$ cat src/rtl/fm_demod_pkg.sv
// rtl/fm_demod_pkg.sv - shared constants and types for the demod output path
package fm_demod_pkg;

    localparam int BYTE_W = 8;

    typedef enum logic [1:0] {
        IDLE      = 2'd0,
        LAUNCH    = 2'd1,
        WAIT_BUSY = 2'd2,
        WAIT_DONE = 2'd3
    } tx_fifo_state_t;

endpackage

$ cat src/rtl/fifo_mem_dp.sv
// rtl/fifo_mem_dp.sv - byte register array, synchronous write, registered read
module fifo_mem_dp
    import fm_demod_pkg::*;
#(
    parameter int ADDR_W = 4
) (
    input  logic              clk,
    input  logic              rst,
    input  logic              i_wr_en,
    input  logic [ADDR_W-1:0] i_wr_addr,
    input  logic [BYTE_W-1:0] i_wr_data,
    input  logic              i_rd_en,
    input  logic [ADDR_W-1:0] i_rd_addr,
    output logic [BYTE_W-1:0] o_rd_data
);

    localparam int DEPTH = 1 << ADDR_W;

    logic [BYTE_W-1:0] r_mem [DEPTH];
    logic [BYTE_W-1:0] r_rd_data;

    // Storage write; entries are only read after being written, so no reset
    always_ff @(posedge clk) begin
        if (i_wr_en) begin
            r_mem[i_wr_addr] <= i_wr_data;
        end
    end

    // Registered read that holds its value between reads (read-before-write)
    always_ff @(posedge clk or posedge rst) begin
        if (rst) begin
            r_rd_data <= '0;
        end else if (i_rd_en) begin
            r_rd_data <= r_mem[i_rd_addr];
        end
    end

    assign o_rd_data = r_rd_data;

endmodule

$ cat src/rtl/uart_tx_fifo.sv
// rtl/uart_tx_fifo.sv - byte FIFO with uart_tx launch handshake (option: UART_TX_FIFO_OVF_CNT_EN)
module uart_tx_fifo
    import fm_demod_pkg::*;
#(
    parameter int DEPTH        = 16,
    parameter int ADDR_W       = 4,
    parameter int BUSY_TIMEOUT = 4
) (
    input  logic              clk,
    input  logic              rst,
    input  logic [BYTE_W-1:0] wr_data_i,
    input  logic              wr_valid_i,
    input  logic              tx_busy_i,
    output logic [BYTE_W-1:0] tx_data_o,
    output logic              tx_valid_o,
    output logic              full_o,
    output logic              empty_o,
    output logic [ADDR_W:0]   level_o,
    output logic              overflow_o
`ifdef UART_TX_FIFO_OVF_CNT_EN
    ,
    output logic [15:0]       ovf_cnt_o
`endif
);

    localparam int                TMO_W      = $clog2(BUSY_TIMEOUT + 1);
    localparam logic [TMO_W-1:0]  TMO_LAST   = TMO_W'(BUSY_TIMEOUT - 1);
    localparam logic [ADDR_W:0]   FULL_COUNT = (ADDR_W + 1)'(DEPTH);
    localparam logic [ADDR_W:0]   ONE_CNT    = (ADDR_W + 1)'(1);
    localparam logic [ADDR_W-1:0] ONE_PTR    = ADDR_W'(1);

    tx_fifo_state_t    r_state;
    tx_fifo_state_t    w_state_next;
    logic [ADDR_W-1:0] r_wr_ptr;
    logic [ADDR_W-1:0] r_rd_ptr;
    logic [ADDR_W:0]   r_count;
    logic [ADDR_W:0]   w_count_next;
    logic              r_full;
    logic              r_empty;
    logic [TMO_W-1:0]  r_tmo_cnt;
    logic              w_pop;
    logic              w_tmo_clr;
    logic              w_tmo_inc;
    logic              w_wr_accept;
    logic              w_drop;
    logic [BYTE_W-1:0] w_rd_data;

    // A pop frees a slot in the same edge, so a write at full still lands
    assign w_wr_accept = wr_valid_i && (!r_full || w_pop);
    assign w_drop      = wr_valid_i && !w_wr_accept;

    fifo_mem_dp #(
        .ADDR_W (ADDR_W)
    ) u_mem (
        .clk       (clk),
        .rst       (rst),
        .i_wr_en   (w_wr_accept),
        .i_wr_addr (r_wr_ptr),
        .i_wr_data (wr_data_i),
        .i_rd_en   (w_pop),
        .i_rd_addr (r_rd_ptr),
        .o_rd_data (w_rd_data)
    );

    // Launch FSM state register
    always_ff @(posedge clk or posedge rst) begin
        if (rst) begin
            r_state <= IDLE;
        end else begin
            r_state <= w_state_next;
        end
    end

    // Launch FSM: pop on IDLE->LAUNCH, then wait for uart_tx to take and finish the frame
    always_comb begin
        w_state_next = r_state;
        w_pop        = 1'b0;
        w_tmo_clr    = 1'b0;
        w_tmo_inc    = 1'b0;
        case (r_state)
            IDLE: begin
                if (!r_empty && !tx_busy_i) begin
                    w_pop        = 1'b1;
                    w_state_next = LAUNCH;
                end
            end
            LAUNCH: begin
                w_tmo_clr    = 1'b1;
                w_state_next = WAIT_BUSY;
            end
            WAIT_BUSY: begin
                if (tx_busy_i) begin
                    w_state_next = WAIT_DONE;
                end else if (r_tmo_cnt == TMO_LAST) begin
                    w_state_next = IDLE;
                end else begin
                    w_tmo_inc = 1'b1;
                end
            end
            WAIT_DONE: begin
                if (!tx_busy_i) begin
                    w_state_next = IDLE;
                end
            end
            default: begin
                w_state_next = IDLE;
            end
        endcase
    end

    // Counter of cycles spent waiting for tx_busy_i to rise after a launch
    always_ff @(posedge clk or posedge rst) begin
        if (rst) begin
            r_tmo_cnt <= '0;
        end else if (w_tmo_clr) begin
            r_tmo_cnt <= '0;
        end else if (w_tmo_inc) begin
            r_tmo_cnt <= r_tmo_cnt + TMO_W'(1);
        end
    end

    // Next entry count; simultaneous write and pop leaves it unchanged
    always_comb begin
        w_count_next = r_count;
        if (w_wr_accept && !w_pop) begin
            w_count_next = r_count + ONE_CNT;
        end else if (!w_wr_accept && w_pop) begin
            w_count_next = r_count - ONE_CNT;
        end
    end

    // Pointers wrap naturally; count and its full/empty decodes are registered
    always_ff @(posedge clk or posedge rst) begin
        if (rst) begin
            r_wr_ptr <= '0;
            r_rd_ptr <= '0;
            r_count  <= '0;
            r_full   <= 1'b0;
            r_empty  <= 1'b1;
        end else begin
            if (w_wr_accept) begin
                r_wr_ptr <= r_wr_ptr + ONE_PTR;
            end
            if (w_pop) begin
                r_rd_ptr <= r_rd_ptr + ONE_PTR;
            end
            r_count <= w_count_next;
            r_full  <= (w_count_next == FULL_COUNT);
            r_empty <= (w_count_next == '0);
        end
    end

`ifdef UART_TX_FIFO_OVF_CNT_EN
    logic [15:0] r_ovf_cnt;

    // Saturating count of dropped writes
    always_ff @(posedge clk or posedge rst) begin
        if (rst) begin
            r_ovf_cnt <= '0;
        end else if (w_drop && (r_ovf_cnt != 16'hFFFF)) begin
            r_ovf_cnt <= r_ovf_cnt + 16'd1;
        end
    end

    assign ovf_cnt_o  = r_ovf_cnt;
    assign overflow_o = (r_ovf_cnt != 16'd0);
`else
    logic r_overflow;

    // Sticky dropped-write flag, cleared only by reset
    always_ff @(posedge clk or posedge rst) begin
        if (rst) begin
            r_overflow <= 1'b0;
        end else if (w_drop) begin
            r_overflow <= 1'b1;
        end
    end

    assign overflow_o = r_overflow;
`endif

    assign tx_data_o  = w_rd_data;
    assign tx_valid_o = (r_state == LAUNCH);
    assign full_o     = r_full;
    assign empty_o    = r_empty;
    assign level_o    = r_count;

endmodule

$ cat config.mk
export PLATFORM = sky130hd
export DESIGN_NAME = uart_tx_fifo
export DESIGN_NICKNAME = d
export VERILOG_FILES = /design/src/rtl/fm_demod_pkg.sv /design/src/rtl/fifo_mem_dp.sv /design/src/rtl/uart_tx_fifo.sv
export SDC_FILE = /design/constraint.sdc
export NUM_CORES = 1
export LEC_CHECK = 0
export CELL_PAD_IN_SITES_DETAIL_PLACEMENT = 0
export CELL_PAD_IN_SITES_GLOBAL_PLACEMENT = 1
export CORE_ASPECT_RATIO = 0.75
export CORE_MARGIN = 3
export CORE_UTILIZATION = 52
export CTS_CLUSTER_SIZE = 24
export DETAILED_ROUTE_END_ITERATION = 12
export PLACE_DENSITY = 0.9
export SYNTH_ARGS = -nofsm -noshare
export SYNTH_HDL_FRONTEND = slang
export SYNTH_SLANG_ARGS = --single-unit
export TNS_END_PERCENT = 30
$ cat constraint.sdc
create_clock -name clk -period 2.6 [get_ports clk]
set_input_delay 0.52 -clock clk [delete_from_list [all_inputs] [get_ports clk]]
set_output_delay 0.52 -clock clk [all_outputs]
set_load 0.05 [all_outputs]
Yosys cells after proc, flatten, opt, wreduce, memory -nomap -nowiden
Memory sizes are Yosys's and may differ from the RTL's. A register that Yosys moved wholly into a read port is not among the register bits. Index checks and enable logic that the tools add are counted.

Bits in registers: 21. Bits in writable memories: 128. Bits of input ports: 12. Output and inout bits: 17. Logic and storage cells: 54. Memories kept: 1.

Add/subtract/negate cells: 5. Equal/unequal tests: 8. Mux-type cells: 17. Reductions and logical operators: 15.

Memory list: u_mem.r_mem (depth 16, bits a word 8, rd ports 1, clocked after Yosys merged registers in 1, wr ports 1, RTL line fifo_mem_dp.sv:19) `logic [BYTE_W-1:0] r_mem [DEPTH];`.

Operator list (count): $mux 5 (2); $add 4x1->4 const B (2); $mux 1 (8); $mux 2 (4); $pmux 2 s4 (1); $mux 3 (2); $add 5x1->5 const B (1); $eq 5x5->1 const B (1); $logic_and 1x1->1 (5); $logic_not 1->1 (5); $logic_not 5->1 (1); $sub 5x1->5 const B (1); $eq 2x2->1 const B (2); $ne 2x2->1 const B (2); $add 3x1->3 const B (1); $eq 3x2->1 const B (1); $ne 3x3->1 const B (1); $reduce_and 3->1 (1); $eq 2x1->1 const B (1); $logic_not 2->1 (1); $reduce_bool 2->1 (1); $logic_or 1x1->1 (1).

Logic depth before layout (Yosys ltp)
Gate-level depths: netlist of the first run.

Depth in word-level cells: 11. Depth in mapped cells: 7.

By module
Synthesis of the first run repeated with hierarchy kept, for this count alone.

Cell total of the unflattened synthesis: 350. Area, all modules: 6511.2 µm².

By module, submodules not included: fifo_mem_dp (times used 1, cells each 241, area an instance 5335.1 µm², seq. area each 4043.9 µm²); uart_tx_fifo (times used 1, cells each 109, area an instance 1176.1 µm², seq. area each 526.8 µm²).

Worst setup path after synthesis of the first run
No wires, ideal clock.

Path type: input -> register. Start: input port tx_busy_i. End: memory u_mem.r_mem[0][0], enable pin. Library setup time: 0.383 ns. Arrival time: 2.150 ns. Required time: 2.217 ns. Setup slack: 0.066 ns. Stages: 5. Buffers on the path: 1. Path through: or4_1 buf_2 a21boi_4 nand2_1 nor3_1.

Word-level cells in the longest chain between the ends: 8.

Ends and longest elaborated chain: from (decl) (RTL line uart_tx_fifo.sv:13) `input logic tx_busy_i,`; $logic_not 1->1; $logic_and 1x1->1 (RTL line uart_tx_fifo.sv:82) `if (!r_empty && !tx_busy_i) begin`; $mux 1 (RTL line uart_tx_fifo.sv:82); $mux 1 (RTL line uart_tx_fifo.sv:80) `case (r_state)`; $logic_or 1x1->1 (RTL line uart_tx_fifo.sv:49) `assign w_wr_accept = wr_valid_i && (!r_full || w_pop);`; $logic_and 1x1->1 (RTL line uart_tx_fifo.sv:49); $mux 1 (RTL line fifo_mem_dp.sv:24) `if (i_wr_en) begin`; $mux 1 (implied by the code) (RTL line fifo_mem_dp.sv:25) `r_mem[i_wr_addr] <= i_wr_data;`; to (decl) (RTL line fifo_mem_dp.sv:19).

No other way between the ends.

Final worst setup path of the first run
Start: register r_state[1]. End: output port tx_valid_o.

Word-level cells in the longest chain between the ends: 1.

Ends and longest elaborated chain: from (decl) (RTL line uart_tx_fifo.sv:32) `tx_fifo_state_t r_state;`; from (signal assigned) (RTL line uart_tx_fifo.sv:70) `r_state <= w_state_next;`; $eq 2x1->1 (RTL line uart_tx_fifo.sv:183) `assign tx_valid_o = (r_state == LAUNCH);`; to (decl) (RTL line uart_tx_fifo.sv:15) `output logic tx_valid_o,`.

No other way between the ends.

==> reports/metrics.yaml, run 1 <==
outcome:
  outcome: "finished, final reports clean"
synth:
  synthCells: 388
  synth_edf_count: 128
  synth-seq-cells: 157
  synth_top_cell_by_area: "edfxtp_1"
  synth_cell_types: 52
  synth_top_area_share_pct: 59.2
  synth_ff_type: "edfxtp_1"
  synth-async-reset-ratio_pct: 18.5
  syn_nets: 409
  yosysMostFrequentCell: "edfxtp_1"
  synth_warnings: 0
  synth_commonest_cells: "edfxtp_1, dfrtp_1, mux2i_1"
  yosysSeqAreaShare_pct: 70.4
  synth_area_leaders: "edfxtp_1, dfrtp_1, mux4_2, mux2i_1, ha_1"
  avgSynthCellArea_um2: 16.7
  syn_area_um2: 6500
timing:
  fin_skew_ns: 0.00857
  finalSetupTns_ns: 0
  fin_hold_ws_ns: 0.476
  period_share_pct: 93.8
  finalHoldViolations: 0
  period_minus_slack_ns: 2.44
  setup_viol: 0
  rsz0062_at_grt: "false"
  fmax_mhz: 410
  max_slew_margin_pct: 45.7
  slew_viol_final: 0
  tightest_slew_ns: 0.815
run:
  cap_violations: 0
global_routing:
  grt_pass1_wl_um: 21100
  antenna_found_initial: 0
  grt_max_degree: 30
  grtUsageTotal_pct: 21.1
  grt_pass1_vias: 3678
  grt.overflow.total: 0
clocking:
  cts_resized: 0
  postCtsSetupRepairBufs: 0
  clk_latency_ns: 0.42
  cts.reportedPaths.clkPinSlew_ns: 0.06
  cts_root_buffer: "clkbuf_16"
  clockBufferDepth: 2
  numCtsBuffers: 17
  cts-htree-levels: 4
  ctsHoldBuffers: 0
  clock_sinks: 157
  cts_tree: "yes"
final_layout:
  n_antenna_cell: 0
  layout-drive-gt1-share_pct: 22.1
  area_growth_pct: 19.0
  num-nets-final: 469
placement:
  port_buffers: 28
  globalplace.congestion: 0.837
  dp_hpwl_um: 8890
critical_path:
  cp_slowest_stage_delay_ns: 0.81
  critPathArrivalTime_ns: 1.92
  path_cells: "buf_4 > nor2b_1 > clkdlybuf4s50_1"
  path_max_fanout: 10
  path_class: "reg2out"
  cp_slowest_cell: "clkdlybuf4s50_1"
  cp-start-kind: "flip-flop"
  cp.required_ns: 2.08
  cp-end-kind: "output pin"
route:
  drt_iter0_markers: 339
  routedWlPerCell_um: 21.5
  drt_pass1_iterations: 5
  drcViolationCount: 0
  ant_nets: 0
  via_per_inst: 5.82
  vias: 3628
  routed_wl_um: 13400
min_path:
  hp-class: "reg2reg"
floorplanning:
  io_pins: 29
  die-area_um2: 13900
  start_util_pct: 54.5
  die_y_um: 103
  rows: 34
  fp.dieW_um: 135
  core_area_um2: 11900
power:
  cellLeakagePower_nw: 2.74
  p_total_mw: 8.88
  powerDensity_nw_per_um2: 1150
  vdd_drop_max_uv: 661
## sequential cells by signal, indices dropped and copies added, names as in the netlist
register         flops
r_rd_ptr             4
u_mem.r_mem        128
u_mem.o_rd_data      8
empty_o              1
overflow_o           1
full_o               1
r_state              2
r_tmo_cnt            3
level_o              5
r_wr_ptr             4
## metrics by stage
step / area (um2) / instances / utilization (%) / setup WS, ns
after floorplan: 6500 / 388 / - / 0.0663
after global placement: 7140 / 591 / 59.9 / -0.0793
after detailed placement: 7140 / 591 / 59.9 / -0.149
after CTS: 7730 / 623 / 64.9 / 0.132
after global routing: 7730 / 623 / 64.9 / 0.0816
final: 7730 / 623 / 64.9 / 0.161
## area by class of cell
cell class,instances,area (um2)
repair buffers,64,551
clock buffers,20,457
fillers,839,4180
multi-input cells,201,1790
flip-flops and latches,157,4570
clock inverters,12,134
well taps,162,203
inverters,7,26.3
## report_power, final
part / total [mW] / leakage, nW / internal [mW] / switching (mW)
registers: 3.63 / 1.51 / 3.14 / 0.488
logic: 2.82 / 0.943 / 1.26 / 1.56
clock network: 2.43 / 0.289 / 1.47 / 0.963
## path summary, 6_finish.rpt
check,to,startpoint,slack (ns),cells after the start
max in group asynchronous,empty_o,rst,1.76,3
min in group asynchronous,u_mem.o_rd_data[1],rst,0.51,3
max,tx_valid_o,r_state[1],0.16,3
min,overflow_o,overflow_o,0.48,1
max reg2reg,u_mem.r_mem[5][0],r_state[0],0.35,5
min reg2reg,overflow_o,overflow_o,0.48,1
## cells by family (layout without fill, tap and decap cells)
| kind of cell | Yosys count | after routing | synth area share, % |
|---|---|---|---|
| flip-flops | 157 | 157 | 70.4 |
| AND/OR/NAND/NOR | 89 | 89 | 6.90 |
| multiplexers | 53 | 53 | 13.0 |
| AO/OA/AOI/OAI | 42 | 42 | 4.78 |
| buffers and inverters | 30 | 103 | 2.16 |
| adder cells (fa/ha/maj) | 9 | 9 | 1.73 |
| XOR/XNOR | 8 | 8 | 1.08 |
## layout by cell type, fill, tap and decap left out, types with 3 or more instances in the layout
master,instances
mux4_2,25
nand2b_1,5
clkinv_4,3
nor3_1,7
xnor2_1,7
clkbuf_16,17
a211oi_1,3
buf_4,36
dfrtp_1,27
clkdlybuf4s50_1,28
nand4_1,3
o21ai_0,12
nor2b_1,5
a21oi_1,5
and3_1,3
nor2_1,24
a211o_1,3
ha_1,9
nand3_1,3
edfxtp_1,128
inv_6,3
mux2i_1,27
inv_1,7
nand2_1,25
## per-layer routing
| layer | global-route usage [%] | vias to the layer above | wire [um] |
|---|---|---|---|
| met5 | 0 | - | 0 |
| met4 | 8.44 | 0 | 224 |
| met3 | 5.76 | 19 | 900 |
| met2 | 34.0 | 125 | 6480 |
| met1 | 28.0 | 1854 | 5810 |
| li1 | - | 1630 | - |
## critical path: cells and delay by family, from the launching register on
kind          cells  cell delay (ns)
simple gates      1             0.13
buf+inv           2             0.99
flops             1             0.38
No activity file was read; power rests on OpenSTA's default activity.
==> run 2, diff against run 1 <==
--- a/config.mk
+++ b/config.mk
@@ -5,6 +5,7 @@
 export SDC_FILE = /design/constraint.sdc
 export NUM_CORES = 1
 export LEC_CHECK = 0
+export CAP_MARGIN = 20
 export CELL_PAD_IN_SITES_DETAIL_PLACEMENT = 0
 export CELL_PAD_IN_SITES_GLOBAL_PLACEMENT = 1
 export CORE_ASPECT_RATIO = 0.75
==> results of run 2 <==
Same layout as run 1: the final DEF is identical, and so are final timing and power.
==> run 3, diff against run 2 <==
--- a/config.mk
+++ b/config.mk
@@ -6,14 +6,11 @@
 export NUM_CORES = 1
 export LEC_CHECK = 0
 export CAP_MARGIN = 20
-export CELL_PAD_IN_SITES_DETAIL_PLACEMENT = 0
-export CELL_PAD_IN_SITES_GLOBAL_PLACEMENT = 1
 export CORE_ASPECT_RATIO = 0.75
-export CORE_MARGIN = 3
-export CORE_UTILIZATION = 52
+export CORE_UTILIZATION = 45
 export CTS_CLUSTER_SIZE = 24
 export DETAILED_ROUTE_END_ITERATION = 12
-export PLACE_DENSITY = 0.9
+export PLACE_DENSITY = 0.72
 export SYNTH_ARGS = -nofsm -noshare
 export SYNTH_HDL_FRONTEND = slang
 export SYNTH_SLANG_ARGS = --single-unit
==> run 3 against run 2 <==
Worst setup slack worse by 0.026 ns. Final area is 0.47% higher. Global-route usage shrank 2.0 points. Combinational power barely moved. Power shrank 1.6%. Via count down 1.6%. Worst hold slack better by 0.0066 ns. Largest cell class unchanged. Core utilization decreased by 9.0 points. Die area rose by 7.5%. Largest power group unchanged. Clock power shrank 4%. Non-clock buffer count grew 5. Critical path depth fell by 1.
==> reports/metrics.yaml, run 3 (same netlist as run 1, synthesis figures left out) <==
clocking:
  clockBufferDepth: 2  # unchanged
  cts-htree-levels: 4  # unchanged
  cts_tree: "yes"
  postCtsSetupRepairBufs: 0  # unchanged
  clk_latency_ns: 0.42  # about the same
  numCtsBuffers: 17  # unchanged
  cts_resized: 0  # unchanged
  ctsHoldBuffers: 0  # unchanged
  cts.reportedPaths.clkPinSlew_ns: 0.06  # about the same
  cts_root_buffer: "clkbuf_16"
  clock_sinks: 157  # unchanged
critical_path:
  path_max_fanout: 8  # -2
  r2r-start: "r_state[0]"
  cp.required_ns: 2.08  # about the same
  path_cells: "nor2b_1 > clkdlybuf4s50_1"
  reg2reg_depth: 5  # unchanged
  cp-end-kind: "output pin"
  reg2reg_to: "u_mem.r_mem[0][6]"
  cp_slowest_cell: "clkdlybuf4s50_1"
  regToRegSetupSlack_ns: 0.35  # about the same
  critPathArrivalTime_ns: 1.95  # +0.03 ns
  cp-start-kind: "flip-flop"
  cp_slowest_stage_delay_ns: 0.82  # about the same
  path_class: "reg2out"
final_layout:
  largest_register_ffs: 128  # unchanged
  multi_input_area_um2: 1790  # unchanged
  largest-register: "u_mem.r_mem"
  num-nets-final: 474  # +1.1%
  seq_area_um2: 4570  # unchanged
  final_cell_mix: "edfxtp_1, buf_4, clkdlybuf4s50_1"
  n_antenna_cell: 0  # unchanged
  final_cell_area_um2: 7760  # +0.47%
  layout-drive-gt1-share_pct: 23.0  # +0.84 points
  area_growth_pct: 19.5
  layout_commonest_cell: "edfxtp_1"
  fillCellCount: 1072  # +28%
global_routing:
  grt_pass1_vias: 3579  # -2.7%
  grt_pass1_wl_um: 20700  # -1.9%
  grtUsageTotal_pct: 19.1  # -2.0 points
  grt.overflow.total: 0  # unchanged
  grt_max_degree: 40  # +33%
  antenna_found_initial: 0  # unchanged
timing:
  period_minus_slack_ns: 2.47  # +0.0262 ns
  max_slew_margin_pct: 44.1  # -1.6 points
  fmax_mhz: 406  # -1.1%
  setup_viol: 0  # unchanged
  finalHoldViolations: 0  # unchanged
  period_share_pct: 94.8  # +1.0 points
  slew_viol_final: 0  # unchanged
  fin_skew_ns: 0.00725  # -0.00132 ns
  tightest_slew_ns: 0.838  # +0.0237 ns
  rsz0062_at_grt: "false"
route:
  routed_wl_um: 13100  # -2.6%
  ant_nets: 0  # unchanged
  via_per_inst: 5.57  # -4.3%
  drt_iter0_markers: 288  # -15%
  drt_pass1_iterations: 4  # -1
  drcViolationCount: 0  # unchanged
  routedWlPerCell_um: 20.4  # -5.4%
  vias: 3571  # -1.6%
floorplanning:
  io_pins: 29  # unchanged
  die-area_um2: 14900  # +7.5%
  rows: 37  # +8.8%
  die_y_um: 106  # +3.2%
  fp.dieW_um: 141  # +4.2%
  start_util_pct: 46.8  # -7.8 points
  core_area_um2: 13900  # +17%
run:
  cap_violations: 0  # unchanged
placement:
  place_area_um2: 7200  # +0.93%
  dp_hpwl_um: 8530  # -4.1%
  port_buffers: 28  # unchanged
  globalplace.congestion: 0.919  # +9.8%
power:
  powerDensity_nw_per_um2: 1130  # -2.1%
  p_total_mw: 8.74  # -1.6%
  vdd_drop_max_uv: 568  # -14%
  cellLeakagePower_nw: 2.74  # about the same
min_path:
  min_path_cells: 1  # unchanged
  hold_start: "overflow_o"
  hp-class: "reg2reg"
  holdPathEnd: "overflow_o"
outcome:
  outcome: "finished, final reports clean"
## run 3: final cells by class
type	instances	area share, %
timing repair buffer	69	7.74
tap	175	2.82
clock buffer	18	5.66
sequential	157	58.9
multi-input combinational	201	23.0
inverter	7	0.338
clock inverter	14	1.56
## run 3: worst max-delay path, delay by kind of cell (launching register included)
kind	cells	cell delay, ns
flip-flops	1	0.50
buffers and inverters	1	0.82
AND/OR/NAND/NOR	1	0.21
## run 3: through the flow
stage	setup WS [ns]	TNS (ns)	utilization [%]	hold slack (ns)	cells
2_1_floorplan	0.0663	0	-	0.450	388
3_3_place_gp	-0.0869	-5.45	51.9	0.465	609
3_5_place_dp	-0.146	-10.17	51.9	0.474	609
4_1_cts	0.124	0	55.9	0.487	641
5_1_grt	0.0189	0	55.9	0.508	641
6_report	0.135	0	55.9	0.482	641
## run 3: worst max path at each step
stage	startpoint	endpoint	slack (ns)	depth (start not counted)
after global placement	tx_busy_i	u_mem.r_mem[2][1]	-0.09	6
final	r_state[0]	tx_valid_o	0.13	2
after detailed placement	tx_busy_i	u_mem.r_mem[0][6]	-0.15	6
after CTS	r_state[0]	tx_valid_o	0.12	2
after floorplan	tx_busy_i	u_mem.r_mem[0][0]	0.07	5
after global routing	r_state[0]	tx_valid_o	0.02	2
## run 3: metal layers
metal  track usage (%)  vias to the layer above  share of wire (%)
li1                  -                     1630                  -
met1              28.2                     1816                 46
met2              28.1                      118                 45
met3              5.63                        7                7.9
met4              4.27                        0               0.52
met5                 0                        -                  0
## run 3: power by group
group          internal (mW)  leakage, nW  total [mW]  switching [mW]
Combinational           1.28        0.974        2.82            1.55
Clock                   1.34        0.257        2.33           0.988
Sequential              3.15         1.51        3.59           0.444
Total                   5.76         2.74        8.74            2.98
